==> config.mk <==
export PLATFORM = sky130hd
export DESIGN_NAME = clk_meter
export DESIGN_NICKNAME = d
export VERILOG_FILES = /design/src/rtl/clk_meter.sv
export SDC_FILE = /design/constraint.sdc
export NUM_CORES = 1
export LEC_CHECK = 0
export ABC_AREA = 1
export CAP_MARGIN = 20
export CORE_UTILIZATION = 55
export CTS_CLUSTER_DIAMETER = 80
export CTS_CLUSTER_SIZE = 14
export DETAILED_ROUTE_END_ITERATION = 10
export DONT_BUFFER_PORTS = 1
export MAX_ROUTING_LAYER = met4
export PLACE_DENSITY = 0.7
export SLEW_MARGIN = 5
export SYNTH_ARGS = -nofsm -noshare
export SYNTH_HDL_FRONTEND = slang
export SYNTH_SLANG_ARGS = --single-unit
==> constraint.sdc <==
create_clock -name clk -period 2.5 [get_ports clk]
set_input_delay 0.125 -clock clk [delete_from_list [all_inputs] [get_ports clk]]
set_output_delay 0.125 -clock clk [all_outputs]
set_load 0.01 [all_outputs]
==> src/rtl/clk_meter.sv <==
// clk_meter: measures phase, high time, low time and period of an asynchronous
// input against clk, with the phase taken from a rising edge on ref_in.
//
// state     | meaning
// IDLE      | waiting for start
// WAIT_REF  | waiting for a ref_in rising edge
// WAIT_RISE | ref seen, counting until sig_in rises (phase)
// HIGH      | sig high, counting until sig falls
// LOW       | sig low, counting until sig rises again
// DONE      | publish results for one cycle
module clk_meter #(
    parameter int CNT_W       = 16,
    parameter int SYNC_STAGES = 2,
    parameter int TIMEOUT     = 65535
) (
    input  logic             clk,
    input  logic             rst_n,
    input  logic             sig_in,
    input  logic             ref_in,
    input  logic             start,
    input  logic             cont,
    output logic             busy,
    output logic             meas_valid,
    output logic             timeout,
    output logic [CNT_W-1:0] phase_cnt,
    output logic [CNT_W-1:0] high_cnt,
    output logic [CNT_W-1:0] low_cnt,
    output logic [CNT_W-1:0] period_cnt
);

    typedef enum logic [2:0] {
        IDLE      = 3'd0,
        WAIT_REF  = 3'd1,
        WAIT_RISE = 3'd2,
        HIGH      = 3'd3,
        LOW       = 3'd4,
        DONE      = 3'd5
    } state_t;

    localparam logic [CNT_W-1:0] CNT_MAX = '1;
    localparam logic [CNT_W-1:0] TO_VAL  = CNT_W'(TIMEOUT);
    localparam logic [CNT_W-1:0] CNT_ONE = CNT_W'(1);

    state_t state_q, state_d;

    logic [SYNC_STAGES-1:0] sig_sync_q, sig_sync_d;
    logic [SYNC_STAGES-1:0] ref_sync_q, ref_sync_d;
    logic sig_prev_q, sig_prev_d;
    logic ref_prev_q, ref_prev_d;
    logic sig_rise_q, sig_rise_d;
    logic sig_fall_q, sig_fall_d;
    logic ref_rise_q, ref_rise_d;

    logic [CNT_W-1:0] cnt_q, cnt_d;
    logic [CNT_W-1:0] phase_lat_q, phase_lat_d;
    logic [CNT_W-1:0] high_lat_q, high_lat_d;
    logic [CNT_W-1:0] low_lat_q, low_lat_d;
    logic [CNT_W-1:0] phase_q, phase_d;
    logic [CNT_W-1:0] high_q, high_d;
    logic [CNT_W-1:0] low_q, low_d;
    logic [CNT_W-1:0] period_q, period_d;
    logic             meas_valid_q, meas_valid_d;
    logic             timeout_q, timeout_d;

    logic [CNT_W-1:0] cnt_inc;
    logic [CNT_W:0]   sum_full;
    logic             at_limit;
    logic             sig_lvl;
    logic             ref_lvl;

    // Both inputs see identical latency, so phase is not biased by conditioning.
    always_comb begin
        sig_sync_d = {sig_sync_q[SYNC_STAGES-2:0], sig_in};
        ref_sync_d = {ref_sync_q[SYNC_STAGES-2:0], ref_in};
        sig_lvl    = sig_sync_q[SYNC_STAGES-1];
        ref_lvl    = ref_sync_q[SYNC_STAGES-1];
        sig_prev_d = sig_lvl;
        ref_prev_d = ref_lvl;
        sig_rise_d = sig_lvl & ~sig_prev_q;
        sig_fall_d = ~sig_lvl & sig_prev_q;
        ref_rise_d = ref_lvl & ~ref_prev_q;
    end

    always_comb begin
        cnt_inc  = (cnt_q == CNT_MAX) ? CNT_MAX : cnt_q + CNT_ONE;
        at_limit = (cnt_q >= TO_VAL);
        sum_full = {1'b0, high_lat_q} + {1'b0, low_lat_q};
    end

    always_comb begin
        state_d      = state_q;
        cnt_d        = cnt_q;
        phase_lat_d  = phase_lat_q;
        high_lat_d   = high_lat_q;
        low_lat_d    = low_lat_q;
        phase_d      = phase_q;
        high_d       = high_q;
        low_d        = low_q;
        period_d     = period_q;
        meas_valid_d = 1'b0;
        timeout_d    = 1'b0;

        case (state_q)
            IDLE: begin
                cnt_d = '0;
                if (start) begin
                    state_d = WAIT_REF;
                    cnt_d   = CNT_ONE;
                end
            end
            WAIT_REF: begin
                cnt_d = cnt_inc;
                if (ref_rise_q) begin
                    cnt_d = CNT_ONE;
                    if (sig_rise_q) begin
                        phase_lat_d = '0;
                        state_d     = HIGH;
                    end else begin
                        state_d = WAIT_RISE;
                    end
                end else if (at_limit) begin
                    timeout_d = 1'b1;
                    state_d   = IDLE;
                    cnt_d     = '0;
                end
            end
            WAIT_RISE: begin
                cnt_d = cnt_inc;
                if (sig_rise_q) begin
                    phase_lat_d = cnt_q;
                    cnt_d       = CNT_ONE;
                    state_d     = HIGH;
                end else if (at_limit) begin
                    timeout_d = 1'b1;
                    state_d   = IDLE;
                    cnt_d     = '0;
                end
            end
            HIGH: begin
                cnt_d = cnt_inc;
                if (sig_fall_q) begin
                    high_lat_d = cnt_q;
                    cnt_d      = CNT_ONE;
                    state_d    = LOW;
                end else if (at_limit) begin
                    timeout_d = 1'b1;
                    state_d   = IDLE;
                    cnt_d     = '0;
                end
            end
            LOW: begin
                cnt_d = cnt_inc;
                if (sig_rise_q) begin
                    low_lat_d = cnt_q;
                    cnt_d     = '0;
                    state_d   = DONE;
                end else if (at_limit) begin
                    timeout_d = 1'b1;
                    state_d   = IDLE;
                    cnt_d     = '0;
                end
            end
            DONE: begin
                phase_d      = phase_lat_q;
                high_d       = high_lat_q;
                low_d        = low_lat_q;
                period_d     = sum_full[CNT_W] ? CNT_MAX : sum_full[CNT_W-1:0];
                meas_valid_d = 1'b1;
                if (cont) begin
                    state_d = WAIT_REF;
                    cnt_d   = CNT_ONE;
                end else begin
                    state_d = IDLE;
                    cnt_d   = '0;
                end
            end
            default: begin
                state_d = IDLE;
                cnt_d   = '0;
            end
        endcase
    end

    always_ff @(posedge clk or negedge rst_n) begin
        if (!rst_n) begin
            state_q      <= IDLE;
            sig_sync_q   <= '0;
            ref_sync_q   <= '0;
            sig_prev_q   <= 1'b0;
            ref_prev_q   <= 1'b0;
            sig_rise_q   <= 1'b0;
            sig_fall_q   <= 1'b0;
            ref_rise_q   <= 1'b0;
            cnt_q        <= '0;
            phase_lat_q  <= '0;
            high_lat_q   <= '0;
            low_lat_q    <= '0;
            phase_q      <= '0;
            high_q       <= '0;
            low_q        <= '0;
            period_q     <= '0;
            meas_valid_q <= 1'b0;
            timeout_q    <= 1'b0;
        end else begin
            state_q      <= state_d;
            sig_sync_q   <= sig_sync_d;
            ref_sync_q   <= ref_sync_d;
            sig_prev_q   <= sig_prev_d;
            ref_prev_q   <= ref_prev_d;
            sig_rise_q   <= sig_rise_d;
            sig_fall_q   <= sig_fall_d;
            ref_rise_q   <= ref_rise_d;
            cnt_q        <= cnt_d;
            phase_lat_q  <= phase_lat_d;
            high_lat_q   <= high_lat_d;
            low_lat_q    <= low_lat_d;
            phase_q      <= phase_d;
            high_q       <= high_d;
            low_q        <= low_d;
            period_q     <= period_d;
            meas_valid_q <= meas_valid_d;
            timeout_q    <= timeout_d;
        end
    end

    assign busy       = (state_q != IDLE);
    assign meas_valid = meas_valid_q;
    assign timeout    = timeout_q;
    assign phase_cnt  = phase_q;
    assign high_cnt   = high_q;
    assign low_cnt    = low_q;
    assign period_cnt = period_q;

endmodule
## Word-level counts from Yosys, hierarchy flattened

Index checks and enable logic that the tools add are counted.

- Input bits: 6
- Memory bits (read-only): 0
- Memories kept: 0
- Memory bits (writable): 0
- Latch bits: 0
- Bits in registers: 142

- Bitwise operators: 6
- Multipliers: 0
- Shift-type cells: 0
- Equal/unequal tests: 10
- Muxes and demuxes: 29
- Div/mod/pow operators: 0
- $add $sub $neg: 2
- $lt $le $gt $ge: 1
- Reductions and logical operators: 7

Operators by type and width:

| operator | number |
|---|---|
| $mux 16 | 10 |
| $pmux 16 s6 | 1 |
| $pmux 16 s2 | 1 |
| $mux 3 | 6 |
| $pmux 3 s6 | 1 |
| $add 16x16->17 | 1 |
| $add 16x1->16 const B | 1 |
| $eq 16x16->1 const B | 1 |
| $ge 16x16->1 const B | 1 |
| $mux 1 | 9 |
| $ne 2x2->1 const B | 4 |
| $eq 3x2->1 const B | 2 |
| $eq 3x3->1 const B | 2 |
| $reduce_and 2->1 | 2 |
| $reduce_and 4->1 | 1 |
| $and 1x1->1 | 3 |
| $eq 3x1->1 const B | 1 |
| $logic_not 3->1 | 1 |
| $not 1->1 | 3 |
| $pmux 1 s3 | 1 |
| $reduce_bool 3->1 | 1 |
| $reduce_bool 2->1 | 1 |
| $reduce_or 2->1 | 1 |

## Longest topological paths before layout

- Depth after elaboration: 5
- Depth in mapped cells: 12
- Depth with buffers taken out: 12

## Least setup slack after synthesis

No wires, ideal clock.

- Path type: register to register
- Start: register high_lat_q[0]
- End: register period_q[0], in the netlist period_cnt[0]
- Cell stages (with the launch flop): 12
- Path slack: 0.637 ns
- Arrival time: 1.743 ns
- Buffers on the path: 1
- Data required time: 2.381 ns
- Cells stage by stage: dfrtp_1 -> ha_1 -> fa_1 -> nand2_1 -> nand2_1 -> nand3_1 -> nand2_1 -> nand2_1 -> nand3_1 -> buf_2 -> o22ai_1 -> inv_1

- Word-level cells in the longest chain between the ends: 2

RTL lines:

| element | RTL line | text |
|---|---|---|
| start, declared | 56 | `logic [CNT_W-1:0] high_lat_q, high_lat_d;` |
| start signal, assigned | 215 | `high_lat_q <= high_lat_d;` |
| $add 16x16->17 | 87 | `sum_full = {1'b0, high_lat_q} + {1'b0, low_lat_q};` |
| $mux 16 | 167 | `period_d = sum_full[CNT_W] ? CNT_MAX : sum_full[CNT_W-1:0];` |
| end signal, assigned | 220 | `period_q <= period_d;` |
| end, declared | 61 | `logic [CNT_W-1:0] period_q, period_d;` |

Every way passes these cells.
A chain may end at the register's enable or synchronous reset.

## Worst setup path in the final report

- Start: register high_lat_q[0]
- End: register period_q[14], in the netlist period_cnt[14]

Same word-level chain as after synthesis.

==> impl_metrics.yaml <==
detailed_routing:
  postRouteWirelength_um: 13900
  routed-via-count: 4898
  drc: 0
  antenna_left: 0
  wl_per_cell_um: 14.9
  via_per_inst: 5.27
  first_pass_iters: 5
  drt_iter0_drc: 332
synth:
  ys_seq_elements: 142
  ys_top_cells_by_area: "dfrtp_1 55%, nand2_1 16%, inv_1 5.9%, o21ai_0 4.1%, ha_1 3.3%"
  synth_fp_nets: 791
  yosysTopAreaCell: "dfrtp_1"
  synth_warnings: 0
  ys_seq_area_share_pct: 55.0
  netlist_area_um2: 6460
  synth_cell_types: 33
  yosysTopAreaCellShare_pct: 55.0
  synth_cells: 767
  syn_area_per_cell_um2: 8.42
power:
  p_leak_nw: 3.76
  powerDensity_nw_per_um2: 816
  ir_worst_vdd_mv: 0.711
  power.total_mw: 5.86
global_routing:
  grt_util_all_layers_pct: 25.6
  grt.overflow.total: 0
  grt_pass1_wl_um: 22500
  antenna_found_initial: 0
  grt_pass1_vias: 4643
  grt_start_max_net_pins: 143
floorplan:
  die_h_um: 110
  initial_core_util_pct: 56.6
  rows: 39
  die_w_um: 110
  boundaryPins: 73
  die_area_um2: 12200
  core_um2: 11400
flow_run:
  drv_cap: 0
sta:
  rsz0062_at_grt: "false"
  setup-tns-final_ps: 0
  setup_slack_ps: 336
  finalCritPeriodShare_pct: 86.5
  worst_pin_slew_ps: 760
  period_minus_slack_ps: 2160
  max_slew_margin_pct: 49.3
  skew_ps: 5.15
  hold_slack_ps: -600
  drv_slew: 0
  fmax_mhz: 462
  finalSetupViolations: 0
  finalHoldViolCount: 142
worst_setup_path:
  worstSetupStartpointType: "flop"
  path_class: "flop to flop"
  regToRegStartpoint: "high_lat_q[0]$_DFFE_PN0P_"
  critPathMaxFanout: 11
  slowest_stage: "fa_1"
  arrival_ps: 2450
  path_delay_family: "simple AND/OR/NAND/NOR gates"
  slowest_delay_ps: 410
  cp_num_buf_inv: 1
  path_common_cell: "nand2_1"
  worstSetupStartpoint: "high_lat_q[0]$_DFFE_PN0P_"
  critPathRequiredTime_ps: 2790
  cp-end-kind: "flop"
  crit_path_cell_trace: "ha_1 -> fa_1 -> nand2_1 -> nand2_1 -> nand3_1 -> nand2_1 -> nand2_1 -> nand3_2 -> inv_1 -> a21boi_0"
place:
  io_buffers: 0
  gp_congestion: 0.917
  dpl.hpwl_um: 9680
  dp_cells: 895
  place_ws_ps: 186
layout:
  utilization_pct: 62.8
  drive_gt1_share_pct: 7.76
  fin_nets: 799
  fin_cells: 929
  antennaDiodeCount: 0
  syn2layout_area_growth_pct: 11.0
worst_hold_path:
  hp-class: "input pin to async pin"
clock_tree:
  clock_sinks: 142
  cts-root-buf: "clkbuf_16"
  cts_buffers: 17
  clkLatencyLatePin_ps: 420
  cts_buffer_depth: 2
  cts.htree.levels: 4
  hold_buffers: 4
  cts_tree: "done"
  clk_pin_slew_worst_paths_ps: 60
  post_cts_buffers: 0
status:
  violations: "hold timing"
  run_status: "complete, but fails checks"
[placed cells by master (no fill, tap or decap), types with 15 or more instances in the layout]
| master | instances |
|---|---|
| inv_1 | 101 |
| a21oi_1 | 15 |
| nand2_1 | 269 |
| dfrtp_1 | 142 |
| ha_1 | 17 |
| clkbuf_16 | 17 |
| o21ai_0 | 53 |
| nor2_1 | 51 |
| nand3_1 | 15 |
| o22ai_1 | 21 |
[report_power, final]
part / internal (mW) / leakage, nW / total, mW / switching (mW)
Sequential: 2.54 / 1.93 / 2.81 / 0.263
Combinational: 0.304 / 1.56 / 0.782 / 0.478
Clock: 1.37 / 0.270 / 2.27 / 0.893
Total: 4.22 / 3.76 / 5.86 / 1.63
[final timing paths]
kind	endpoint	slack, ps	cells after the start
min reg2reg	ref_sync_q[1]$_DFF_PN0_	350	0
max reg2reg	period_cnt[14]$_DFFE_PN0P_	340	10
max	period_cnt[14]$_DFFE_PN0P_	340	10
max in group asynchronous	high_lat_q[1]$_DFFE_PN0P_	2880	0
min	low_cnt[9]$_DFFE_PN0P_	-600	0
min in group clk	cnt_q[0]$_DFF_PN0_	30	3
[synth_stat cells]
library cell	instances
dfrtp_1	142
nor3_2	6
o31ai_1	1
nor3b_1	3
buf_6	1
o22ai_1	21
nor4_1	1
buf_2	8
a21boi_0	6
nand2_2	2
clkbuf_1	12
xnor2_1	4
inv_2	1
and2_1	1
fa_1	1
nand4_1	1
nand3b_1	3
nor3_1	4
a21oi_1	15
clkinv_1	1
nand3_1	17
nand2_1	269
nand3_2	1
ha_1	17
o21ai_2	2
a31oi_1	2
o2111a_1	1
xor2_1	7
buf_4	1
inv_1	101
nor2_1	51
o21ai_0	53
or2_2	11
[layout make-up]
type	count	area, um2
multi-input cells	500	2430
fillers	1004	4250
clock buffers	23	498
well taps	143	179
clock inverters	7	37.5
repair buffers	11	92.6
inverters	103	387
flip-flops and latches	142	3550
[metrics by stage]
step	cell area, um2	hold WS [ps]
after detailed placement	6590	-168
after global placement	6590	-168
after floorplan	6460	-171
final	7170	-600
after global routing	7170	-621
after CTS	7170	-616
[cells by family after synthesis]
group / synth area share, %
buffers and inverters: 7.59
XOR/XNOR: 1.49
flip-flops: 55.0
adder cells (fa/ha/maj): 3.60
AO/OA/AOI/OAI: 8.75
AND/OR/NAND/NOR: 23.6
[metal layers]
layer  GRT usage [%]  vias up  share of wire (%)
met1            34.0     2347                 47
met5               -        -                  0
met2            38.2      115                 47
met4            10.2        0                2.0
met3            6.06       24                3.9
li1                -     2412                  -
[repair_timing]
action                                  in CTS  in global routing
hold endpoints to repair                   146                142
endpoints found under the setup margin       0                  6
resized for setup                            0                  1
[flip-flops by register name, indices dropped and copies added (netlist names), 16 cells and up]
signal and flops:
period_cnt 16, low_lat_q 16, high_lat_q 16, phase_cnt 16, high_cnt 16, low_cnt 16, cnt_q 16, phase_lat_q 16
Power figures use the tool's default switching activity.
